<file path="src/rtl/alu_exec_unit_if.sv">
// Request/result bundle between the ID/EX stage and the execution ALU.
// The slave side is the ALU; the master side is the pipeline (or a bench).
interface alu_exec_unit_if #(
    parameter int unsigned WIDTH = 32
);
    logic             valid_i;
    logic [2:0]       ALUCtrl_i;
    logic [WIDTH-1:0] data1_i;
    logic [WIDTH-1:0] data2_i;
    logic [WIDTH-1:0] data_o;
    logic             zero_o;
    logic             done_o;
    logic             busy_o;
    logic             stall_o;

    modport slave (
        input  valid_i, ALUCtrl_i, data1_i, data2_i,
        output data_o, zero_o, done_o, busy_o, stall_o
    );

    modport master (
        output valid_i, ALUCtrl_i, data1_i, data2_i,
        input  data_o, zero_o, done_o, busy_o, stall_o
    );
endinterface

</file>
<file path="src/rtl/alu_exec_unit.sv">
// Execution-stage ALU: single-cycle and/or/add/sub plus an iterative
// shift-add multiplier that stalls the pipeline for WIDTH cycles.
module alu_exec_unit #(
    parameter int unsigned WIDTH = 32
) (
    input  logic         clk_i,
    input  logic         rst_i,
    alu_exec_unit_if.slave bus
);
    localparam int unsigned CW = $clog2(WIDTH);

    localparam logic [2:0] OP_AND = 3'b000;
    localparam logic [2:0] OP_OR  = 3'b001;
    localparam logic [2:0] OP_ADD = 3'b010;
    localparam logic [2:0] OP_SUB = 3'b110;
    localparam logic [2:0] OP_MUL = 3'b011;

    typedef enum logic {S_IDLE = 1'b0, S_MUL = 1'b1} state_t;

    state_t           r_state;
    state_t           w_state_nxt;

    logic [WIDTH-1:0] r_data,   w_data_nxt;
    logic             r_zero,   w_zero_nxt;
    logic             r_done,   w_done_nxt;
    logic [WIDTH-1:0] r_mcand,  w_mcand_nxt;
    logic [WIDTH-1:0] r_mplier, w_mplier_nxt;
    logic [WIDTH-1:0] r_acc,    w_acc_nxt;
    logic [CW-1:0]    r_cnt,    w_cnt_nxt;

    logic             w_accept;
    logic             w_last;
    logic [WIDTH-1:0] w_acc_add;
    logic [WIDTH-1:0] w_alu_res;

    assign w_accept  = (r_state == S_IDLE) && bus.valid_i;
    assign w_last    = (r_state == S_MUL) && (r_cnt == CW'(WIDTH - 1));
    assign w_acc_add = r_mplier[0] ? (r_acc + r_mcand) : r_acc;

    // State register
    always_ff @(posedge clk_i) begin
        if (rst_i) r_state <= S_IDLE;
        else       r_state <= w_state_nxt;
    end

    // Next-state logic
    always_comb begin
        w_state_nxt = r_state;
        case (r_state)
            S_IDLE: if (w_accept && bus.ALUCtrl_i == OP_MUL) w_state_nxt = S_MUL;
            S_MUL:  if (w_last) w_state_nxt = S_IDLE;
            default: w_state_nxt = S_IDLE;
        endcase
    end

    // Single-cycle result mux; undefined codes yield zero
    always_comb begin
        w_alu_res = '0;
        case (bus.ALUCtrl_i)
            OP_AND:  w_alu_res = bus.data1_i & bus.data2_i;
            OP_OR:   w_alu_res = bus.data1_i | bus.data2_i;
            OP_ADD:  w_alu_res = bus.data1_i + bus.data2_i;
            OP_SUB:  w_alu_res = bus.data1_i - bus.data2_i;
            default: w_alu_res = '0;
        endcase
    end

    // Output and datapath next values
    always_comb begin
        w_data_nxt   = r_data;
        w_zero_nxt   = r_zero;
        w_done_nxt   = 1'b0;
        w_mcand_nxt  = r_mcand;
        w_mplier_nxt = r_mplier;
        w_acc_nxt    = r_acc;
        w_cnt_nxt    = r_cnt;
        case (r_state)
            S_IDLE: begin
                if (w_accept) begin
                    if (bus.ALUCtrl_i == OP_MUL) begin
                        w_mcand_nxt  = bus.data1_i;
                        w_mplier_nxt = bus.data2_i;
                        w_acc_nxt    = '0;
                        w_cnt_nxt    = '0;
                    end else begin
                        w_data_nxt = w_alu_res;
                        w_zero_nxt = (w_alu_res == '0);
                        w_done_nxt = 1'b1;
                    end
                end
            end
            S_MUL: begin
                w_acc_nxt    = w_acc_add;
                w_mcand_nxt  = r_mcand << 1;
                w_mplier_nxt = r_mplier >> 1;
                w_cnt_nxt    = r_cnt + CW'(1);
                if (w_last) begin
                    w_data_nxt = w_acc_add;
                    w_zero_nxt = (w_acc_add == '0);
                    w_done_nxt = 1'b1;
                end
            end
            default: ;
        endcase
    end

    // Datapath and result registers
    always_ff @(posedge clk_i) begin
        if (rst_i) begin
            r_data   <= '0;
            r_zero   <= 1'b1;
            r_done   <= 1'b0;
            r_mcand  <= '0;
            r_mplier <= '0;
            r_acc    <= '0;
            r_cnt    <= '0;
        end else begin
            r_data   <= w_data_nxt;
            r_zero   <= w_zero_nxt;
            r_done   <= w_done_nxt;
            r_mcand  <= w_mcand_nxt;
            r_mplier <= w_mplier_nxt;
            r_acc    <= w_acc_nxt;
            r_cnt    <= w_cnt_nxt;
        end
    end

    assign bus.data_o  = r_data;
    assign bus.zero_o  = r_zero;
    assign bus.done_o  = r_done;
    assign bus.busy_o  = (r_state == S_MUL);
    // Stall must rise in the issue cycle, before the MUL state is entered
    assign bus.stall_o = (r_state == S_MUL)
                       | (bus.valid_i & (bus.ALUCtrl_i == OP_MUL) & (r_state == S_IDLE));
endmodule
</file>
<file path="src/flat_wrapper.sv">
// flat-port wrapper written by rule: the top's interface ports become plain ports
module alu_exec_unit_flat 
#(
    parameter int unsigned WIDTH = 32
)
  (clk_i, rst_i, bus_valid_i, bus_ALUCtrl_i, bus_data1_i, bus_data2_i, bus_data_o, bus_zero_o, bus_done_o, bus_busy_o, bus_stall_o);
  alu_exec_unit_if #(.WIDTH(WIDTH)) bus_i ();
  input  logic clk_i;
  input  logic rst_i;
  input wire logic [$bits(bus_i.valid_i)-1:0] bus_valid_i;
  input wire logic [$bits(bus_i.ALUCtrl_i)-1:0] bus_ALUCtrl_i;
  input wire logic [$bits(bus_i.data1_i)-1:0] bus_data1_i;
  input wire logic [$bits(bus_i.data2_i)-1:0] bus_data2_i;
  output wire logic [$bits(bus_i.data_o)-1:0] bus_data_o;
  output wire logic [$bits(bus_i.zero_o)-1:0] bus_zero_o;
  output wire logic [$bits(bus_i.done_o)-1:0] bus_done_o;
  output wire logic [$bits(bus_i.busy_o)-1:0] bus_busy_o;
  output wire logic [$bits(bus_i.stall_o)-1:0] bus_stall_o;
  assign bus_i.valid_i = bus_valid_i;
  assign bus_i.ALUCtrl_i = bus_ALUCtrl_i;
  assign bus_i.data1_i = bus_data1_i;
  assign bus_i.data2_i = bus_data2_i;
  assign bus_data_o = bus_i.data_o;
  assign bus_zero_o = bus_i.zero_o;
  assign bus_done_o = bus_i.done_o;
  assign bus_busy_o = bus_i.busy_o;
  assign bus_stall_o = bus_i.stall_o;
  alu_exec_unit #(.WIDTH(WIDTH)) u_core (.clk_i(clk_i), .rst_i(rst_i), .bus(bus_i));
endmodule
</file>
<file path="config.mk">
export PLATFORM = sky130hd
export DESIGN_NAME = alu_exec_unit_flat
export DESIGN_NICKNAME = d
export VERILOG_FILES = /design/src/rtl/alu_exec_unit_if.sv /design/src/rtl/alu_exec_unit.sv /design/src/flat_wrapper.sv
export SDC_FILE = /design/constraint.sdc
export NUM_CORES = 1
export LEC_CHECK = 0
export CORE_ASPECT_RATIO = 1.2
export CORE_UTILIZATION = 64
export CTS_CLUSTER_SIZE = 40
export DETAILED_ROUTE_END_ITERATION = 6
export GPL_TIMING_DRIVEN = 0
export HOLD_SLACK_MARGIN = 0.06
export PLACE_DENSITY = 0.87
export SYNTH_ARGS = -nofsm -noshare
export SYNTH_HDL_FRONTEND = slang
export SYNTH_SLANG_ARGS = --single-unit
</file>
<file path="constraint.sdc">
create_clock -name clk_i -period 9 [get_ports clk_i]
set_input_delay 1.35 -clock clk_i [delete_from_list [all_inputs] [get_ports clk_i]]
set_output_delay 1.35 -clock clk_i [all_outputs]
set_load 0.01 [all_outputs]
</file>
==> results of run 1 <==
cell families (layout without fill, tap and decap cells):
group,Yosys count,in the layout,share of synthesized area (%)
xor gates and xnor gates,72,72,5.719
DFF,136,136,24.69
buffers and inverters,140,273,4.970
AOI/OAI and AO/OA,519,519,32.30
and+or+nand+nor,467,467,19.66
muxes,24,24,2.315
adders and majority gates,95,95,10.35
power groups by stage:
| stage | clock (mW) | sequential [mW] | combinational, mW |
|---|---|---|---|
| after detailed placement | 0 | 0.664 | 0.508 |
| after global placement | 0 | 0.663 | 0.499 |
| after floorplan | 0 | 0.662 | 0.329 |
| after global routing | 0.696 | 0.654 | 0.570 |
| after CTS | 0.668 | 0.651 | 0.514 |
| final | 0.677 | 0.653 | 0.536 |
cell type report:
cell class | instances | area, sq um
clock buffer | 18 | 439.2
multi-input combinational | 1177 | 7755
fill | 1308 | 3975
buffer | 95 | 379.1
tap | 216 | 270.3
clock inverter | 13 | 120.1
inverter | 45 | 168.9
timing repair buffer | 102 | 1021
sequential | 136 | 2723
Yosys cell counts, types with 7 or more instances:
cell type and count:
nand2_1 188, a21oi_1 148, dfxtp_1 136, nor2_1 111, o21ai_0 92, clkbuf_1 69, ha_1 68, inv_1 45
xnor2_1 43, o21a_1 39, nand3_1 32, o221a_2 30, xor2_1 29, maj3_1 25, nor3_1 24, o221ai_1 23
a211oi_1 19, a21o_1 16, o211ai_1 16, a22oi_1 15, a31oi_1 15, nor2b_1 15, nand2b_1 14, buf_1 13
nand4_1 13, nor4_1 13, a222oi_1 12, mux2_2 12, mux2i_1 12, and3_1 11, buf_2 11, and2_1 10
o21bai_1 8, or3_1 8, o31ai_1 7
registers in the layout, indices dropped and copies added, names as in the netlist:
register,flops
u_core.bus.data_o,32
u_core.r_acc,32
u_core.r_mcand,32
u_core.r_mplier,32
u_core.r_cnt,5
u_core.bus.busy_o,1
u_core.bus.done_o,1
u_core.bus.zero_o,1
worst max-delay path by stage:
stage / start / endpoint / slack, ns / depth (start not counted)
6_report: bus_ALUCtrl_i[1] / u_core.bus.zero_o / 1.24 / 21
3_3_place_gp: bus_ALUCtrl_i[1] / u_core.bus.zero_o / 1.20 / 21
4_1_cts: bus_ALUCtrl_i[1] / u_core.bus.zero_o / 1.45 / 21
3_5_place_dp: bus_ALUCtrl_i[1] / u_core.bus.zero_o / 1.04 / 21
5_1_grt: bus_ALUCtrl_i[1] / u_core.bus.zero_o / 1.03 / 21
2_1_floorplan: bus_ALUCtrl_i[1] / u_core.bus.zero_o / 3.39 / 20
per-layer routing:
layer  vias to the layer above  global-route usage, %
li1                       5642                      -
met1                      5851                  52.91
met2                       939                  72.54
met3                       289                  14.15
met4                         2                  36.73
met5                         -                      0
worst max-delay path: stages:
cell and delay [ns]:
clkdlybuf4s50_1 0.69, nor2b_1 0.20, clkbuf_1 0.46, buf_2 0.40, buf_2 0.29, nand2_1 0.27
clkbuf_1 0.37, o21ai_0 0.41, inv_1 0.09, ha_1 0.28, nor2b_1 0.16, o31a_1 0.34
o31ai_2 0.57, nand2_1 0.16, xnor2_1 0.17, o21ai_0 0.19, nor4_1 0.51, nand4b_1 0.18
or3_1 0.38, or4_1 0.48, a31oi_1 0.16
through the flow:
step / setup WS, ns / util, % / cell area [sq um] / cells
after detailed placement: 1.040 / 73.09 / 12320 / 1771
after CTS: 1.453 / 76.41 / 12880 / 1802
after global placement: 1.204 / 73.09 / 12320 / 1771
after floorplan: 3.390 / - / 11030 / 1453
after global routing: 1.031 / 76.41 / 12880 / 1802
final: 1.242 / 76.41 / 12880 / 1802
==> flow_metrics.env, run 1 <==
export IMPL_outcome="finished, violations left"
export IMPL_violations="design-rule violations"
export IMPL_initial_utilization_pct=65.43
export IMPL_routed_via_density=7.060
export IMPL_rrSetupSlack_ns=5.03
export IMPL_min_path_cells=2
export IMPL_hold_path_startpoint="u_core.bus.data_o[0]"
export IMPL_grt_pass1_vias=12132
export IMPL_yosysWarnings=0
export IMPL_cts_root_buf="clkbuf_16"
export IMPL_synth_flop_cell="dfxtp_1"
export IMPL_worst_pin_slew_ns=0.9838
export IMPL_fin_crit_ns=7.758
export IMPL_io_pins=106
export IMPL_clk_pin_slew_ns=0.07
export IMPL_clkSinkCount=136
export IMPL_syn_nets=1593
export IMPL_power_switching_uw=639.4
export IMPL_grt_usage_pct=46.80
export IMPL_crit_type="input port to flip-flop"
export IMPL_rr_endpoint="u_core.bus.zero_o"
export IMPL_h_tree_depth=4
export IMPL_hp_class="flip-flop to flip-flop"
export IMPL_drv_cap=0
export IMPL_synth_cells=1453
export IMPL_dieWidth_um=121.8
export IMPL_synth_area_leaders="dfxtp_1 (25%), ha_1 (7.7%), a21oi_1 (6.7%)"
export IMPL_cts_resized=0
export IMPL_p_int_mw=1.227
export IMPL_cts_tree="yes"
export IMPL_grt_pass1_wl_um=63850
export IMPL_synth_top_cell_area_share_pct=24.69
export IMPL_ant_nets=0
export IMPL_setup_violations=0
export IMPL_die_area_sq_um=17760
export IMPL_power_frac_seq_pct=35.0
export IMPL_power_leakage_nw=4.934
export IMPL_power_total_mw=1.867
export IMPL_clk_latency_ns=0.44
export IMPL_yosysTopAreaCell="dfxtp_1"
export IMPL_min_to="u_core.bus.data_o[0]"
export IMPL_power_share_clock_pct=36.3
export IMPL_wl_met2_um=18490
export IMPL_ys_seq_elements=136
export IMPL_hold_ws_ns=0.4516
export IMPL_startpoint_type="input port"
export IMPL_max_slew_margin_rel_pct=33.81
export IMPL_core_area_sq_um=16850
export IMPL_grt_max_degree=17
export IMPL_p_per_area_nw_per_um2=145.0
export IMPL_worstPathMaxFanout=10
export IMPL_post_cts_buffers=0
export IMPL_numCtsBuffers=17
export IMPL_dpl_hpwl_um=31670
export IMPL_max_freq_mhz=128.9
export IMPL_final_setup_tns_ns=0
export IMPL_numPortBuffers=102
export IMPL_synth_edff_count=0
export IMPL_antennaDiodeCount=0
export IMPL_wl_met1_um=14890
export IMPL_nets=1714
export IMPL_place_gp_congestion=1.039
export IMPL_clk_path_buf_depth=2
export IMPL_firstDrtPassIters=7
export IMPL_yosysUniqueCellTypes=85
export IMPL_rr_startpoint="u_core.r_mcand[0]"
export IMPL_p_sw_share_pct=34.25
export IMPL_peakVddDrop_uv=104.9
export IMPL_async_flop_share_pct=0
export IMPL_num_vias=12723
export IMPL_endpoint_kind="flip-flop"
export IMPL_overflow=0
export IMPL_wl_per_cell_um=23.14
export IMPL_layout_common_cells="nand2_1 (188), a21oi_1 (148), dfxtp_1 (136), nor2_1 (111), clkdlybuf4s50_1 (102)"
export IMPL_r2r_cells=13
export IMPL_period_share_pct=86.20
export IMPL_grt_antenna_before_repair=1
export IMPL_rows=52
export IMPL_clock_skew_final_ns=0.01021
export IMPL_cp_required_ns=9.36
export IMPL_drive_gt1_share_pct=7.062
export IMPL_arrival_ns=8.12
export IMPL_maxSlewViolCount=0
export IMPL_die_height_um=145.8
export IMPL_hold_viol=0
export IMPL_ys_seq_area_share_pct=24.69
export IMPL_avgSynthCellArea_sq_um=7.588
export IMPL_areaGrowthSynthToFinish_pct=16.78
export IMPL_syn_area_sq_um=11030
export IMPL_comb_power_share_pct=28.7
export IMPL_met3_length_um=4806
export IMPL_mostFrequentLayoutCell="nand2_1"
export IMPL_grt_setup_unrepaired="no"
export IMPL_highest_layer="met5"
export IMPL_drt_total_wl_um=41690
export IMPL_holdBufCountCts=0
export IMPL_route_detailed_drc=1
export IMPL_drt_iter0_drc=1524
(Power assumes the default switching activity.)
==> inputs of run 2 (changes only) <==
- SKIP_LAST_GASP: not set -> 1
==> results of run 2 <==
No change in the layout: final DEF, timing and power equal those of run 1.
==> inputs of run 3 (changes only) <==
- CORE_MARGIN: not set -> 3
- REMOVE_ABC_BUFFERS: not set -> 1
==> run 3 against run 2 <==
  * The run now ends clean
  * Worst setup slack better by 0.89 ns
  * Non-clock buffer count shrank 85
  * Critical path depth is the same
  * Design area decreased by 0.91%
  * Global-route usage shrank 10 points
==> flow_metrics.env, run 3 (synthesis results as in run 1) <==
export IMPL_hp_class="flip-flop to flip-flop"
export IMPL_rows=51
export IMPL_slowest_stage="nor4_1"
export IMPL_numCtsBuffers=17
export IMPL_drv_cap=0
export IMPL_outcome="finished, final reports clean"
export IMPL_rrSetupSlack_ns=4.92
export IMPL_layout_common_cells="nand2_1 (187), a21oi_1 (147), dfxtp_1 (134), nor2_1 (110), clkdlybuf4s50_1 (103)"
export IMPL_io_pins=106
export IMPL_core_area_sq_um=16530
export IMPL_drt_iter0_drc=1329
export IMPL_clock_skew_final_ns=0.01029
export IMPL_initial_utilization_pct=66.71
export IMPL_startpoint_type="input port"
export IMPL_dieWidth_um=125.8
export IMPL_dpl_hpwl_um=25910
export IMPL_antennaDiodeCount=0
export IMPL_grt_pass1_vias=10983
export IMPL_hold_path_startpoint="u_core.bus.data_o[20]"
export IMPL_endpoint_kind="flip-flop"
export IMPL_peakVddDrop_uv=160.9
export IMPL_nets=1629
export IMPL_clk_pin_slew_ns=0.06
export IMPL_numPortBuffers=105
export IMPL_period_share_pct=76.30
export IMPL_num_vias=11646
export IMPL_grt_max_degree=91
export IMPL_slowest_delay_ns=0.73
export IMPL_clk_latency_ns=0.44
export IMPL_grt_antenna_before_repair=0
export IMPL_rr_endpoint="u_core.bus.zero_o"
export IMPL_firstDrtPassIters=7
export IMPL_hold_ws_ns=0.4515
export IMPL_max_slew_margin_rel_pct=15.34
export IMPL_pre_cts_ws_ns=1.951
export IMPL_rr_startpoint="u_core.bus.busy_o"
export IMPL_grt_setup_unrepaired="no"
export IMPL_worstPathMaxFanout=9
export IMPL_maxSlewViolCount=0
export IMPL_layout_setup_ws_ns=2.133
export IMPL_h_tree_depth=4
export IMPL_areaGrowthSynthToFinish_pct=15.72
export IMPL_routed_via_density=6.795
export IMPL_final_util_pct=77.20
export IMPL_cts_resized=0
export IMPL_holdBufCountCts=0
export IMPL_mostFrequentLayoutCell="nand2_1"
export IMPL_route_detailed_drc=0
export IMPL_clkSinkCount=136
export IMPL_wl_per_cell_um=20.67
export IMPL_max_freq_mhz=145.6
export IMPL_min_path_cells=2
export IMPL_cp_required_ns=9.35
export IMPL_hold_viol=0
export IMPL_final_cells=1714
export IMPL_die_height_um=149.8
export IMPL_grt_pass1_wl_um=56030
export IMPL_drive_gt1_share_pct=7.790
export IMPL_crit_type="input port to flip-flop"
export IMPL_grt_usage_pct=36.58
export IMPL_place_gp_congestion=0.9542
export IMPL_final_setup_tns_ns=0
export IMPL_power_total_mw=1.916
export IMPL_clk_path_buf_depth=2
export IMPL_cp_depth=21
export IMPL_fin_crit_ns=6.867
export IMPL_crit_chain="clkdlybuf4s50_1, inv_1, ha_1, nand2b_1, nor4_1, nand3_1, nor4_1, nor2_1, xnor2_1, ha_1, a21oi_2, o21a_1, a21boi_0, o32ai_1, a22oi_1, o211ai_1, nor3_1, nand4b_1, or3_1, or4_1, a31oi_1"
export IMPL_fill_cells=1277
export IMPL_cts_tree="yes"
export IMPL_overflow=0
export IMPL_worst_pin_slew_ns=1.267
export IMPL_power_leakage_nw=4.905
export IMPL_post_route_cell_area_sq_um=12760
export IMPL_p_per_area_nw_per_um2=150.1
export IMPL_drt_total_wl_um=35440
export IMPL_die_area_sq_um=18840
export IMPL_placed_cells=1682
export IMPL_crit_buf_inv=2
export IMPL_min_to="u_core.bus.data_o[20]"
export IMPL_setup_violations=0
export IMPL_ant_nets=0
export IMPL_post_cts_buffers=0
export IMPL_place_area_sq_um=12130
export IMPL_arrival_ns=7.22
export IMPL_crit_family="simple AND/OR/NAND/NOR gates"
export IMPL_r2r_cells=10
export IMPL_cts_root_buf="clkbuf_16"
[run 3: cell count changes in the layout (fill, tap and decap cells not counted), moves of 3 or more]
| cell | previous run | this run |
|---|---|---|
| clkbuf_1 | 69 | 0 |
| buf_1 | 13 | 0 |
| buf_2 | 11 | 1 |
| buf_12 | 0 | 3 |
| buf_16 | 0 | 3 |
[run 3: where the power goes]
group	total (mW)	internal, mW	switching, mW
registers	0.653	0.630	0.0233
clock network	0.754	0.451	0.303
logic	0.508	0.211	0.297
[run 3: final cells by class]
class	instances	area [sq um]	area share, %
clock buffer	18	439.2	3.442
clock inverter	14	185.2	1.451
inverter	45	168.9	1.324
multi-input combinational	1177	7774	60.93
sequential	136	2725	21.36
tap	212	265.3	2.079
timing repair buffer	112	1201	9.415
[run 3: worst max path at each step]
stage / startpoint / to / slack (ns)
6_report: bus_data2_i[0] / u_core.bus.zero_o / 2.13
5_1_grt: bus_data2_i[0] / u_core.bus.zero_o / 1.90
3_5_place_dp: bus_data2_i[0] / u_core.bus.zero_o / 1.95
3_3_place_gp: bus_ALUCtrl_i[0] / bus_stall_o / -2.57
4_1_cts: bus_data2_i[0] / u_core.bus.zero_o / 2.27
2_1_floorplan: bus_ALUCtrl_i[0] / bus_stall_o / 2.40
[run 3: per-layer routing]
layer / GRT usage [%] / wire, um
met1: 48.34 / 14930
met2: 59.66 / 16290
met3: 6.248 / 2960
met4: 14.75 / 1260
met5: 0 / 0
[run 3: worst reg2reg max path: cells and delay by family, from the launching register on]
family                 cells  cell delay [ns]
DFF                        1             0.71
and+or+nand+nor            6             1.83
buffers and inverters      2             0.60
AOI/OAI and AO/OA          2             0.85
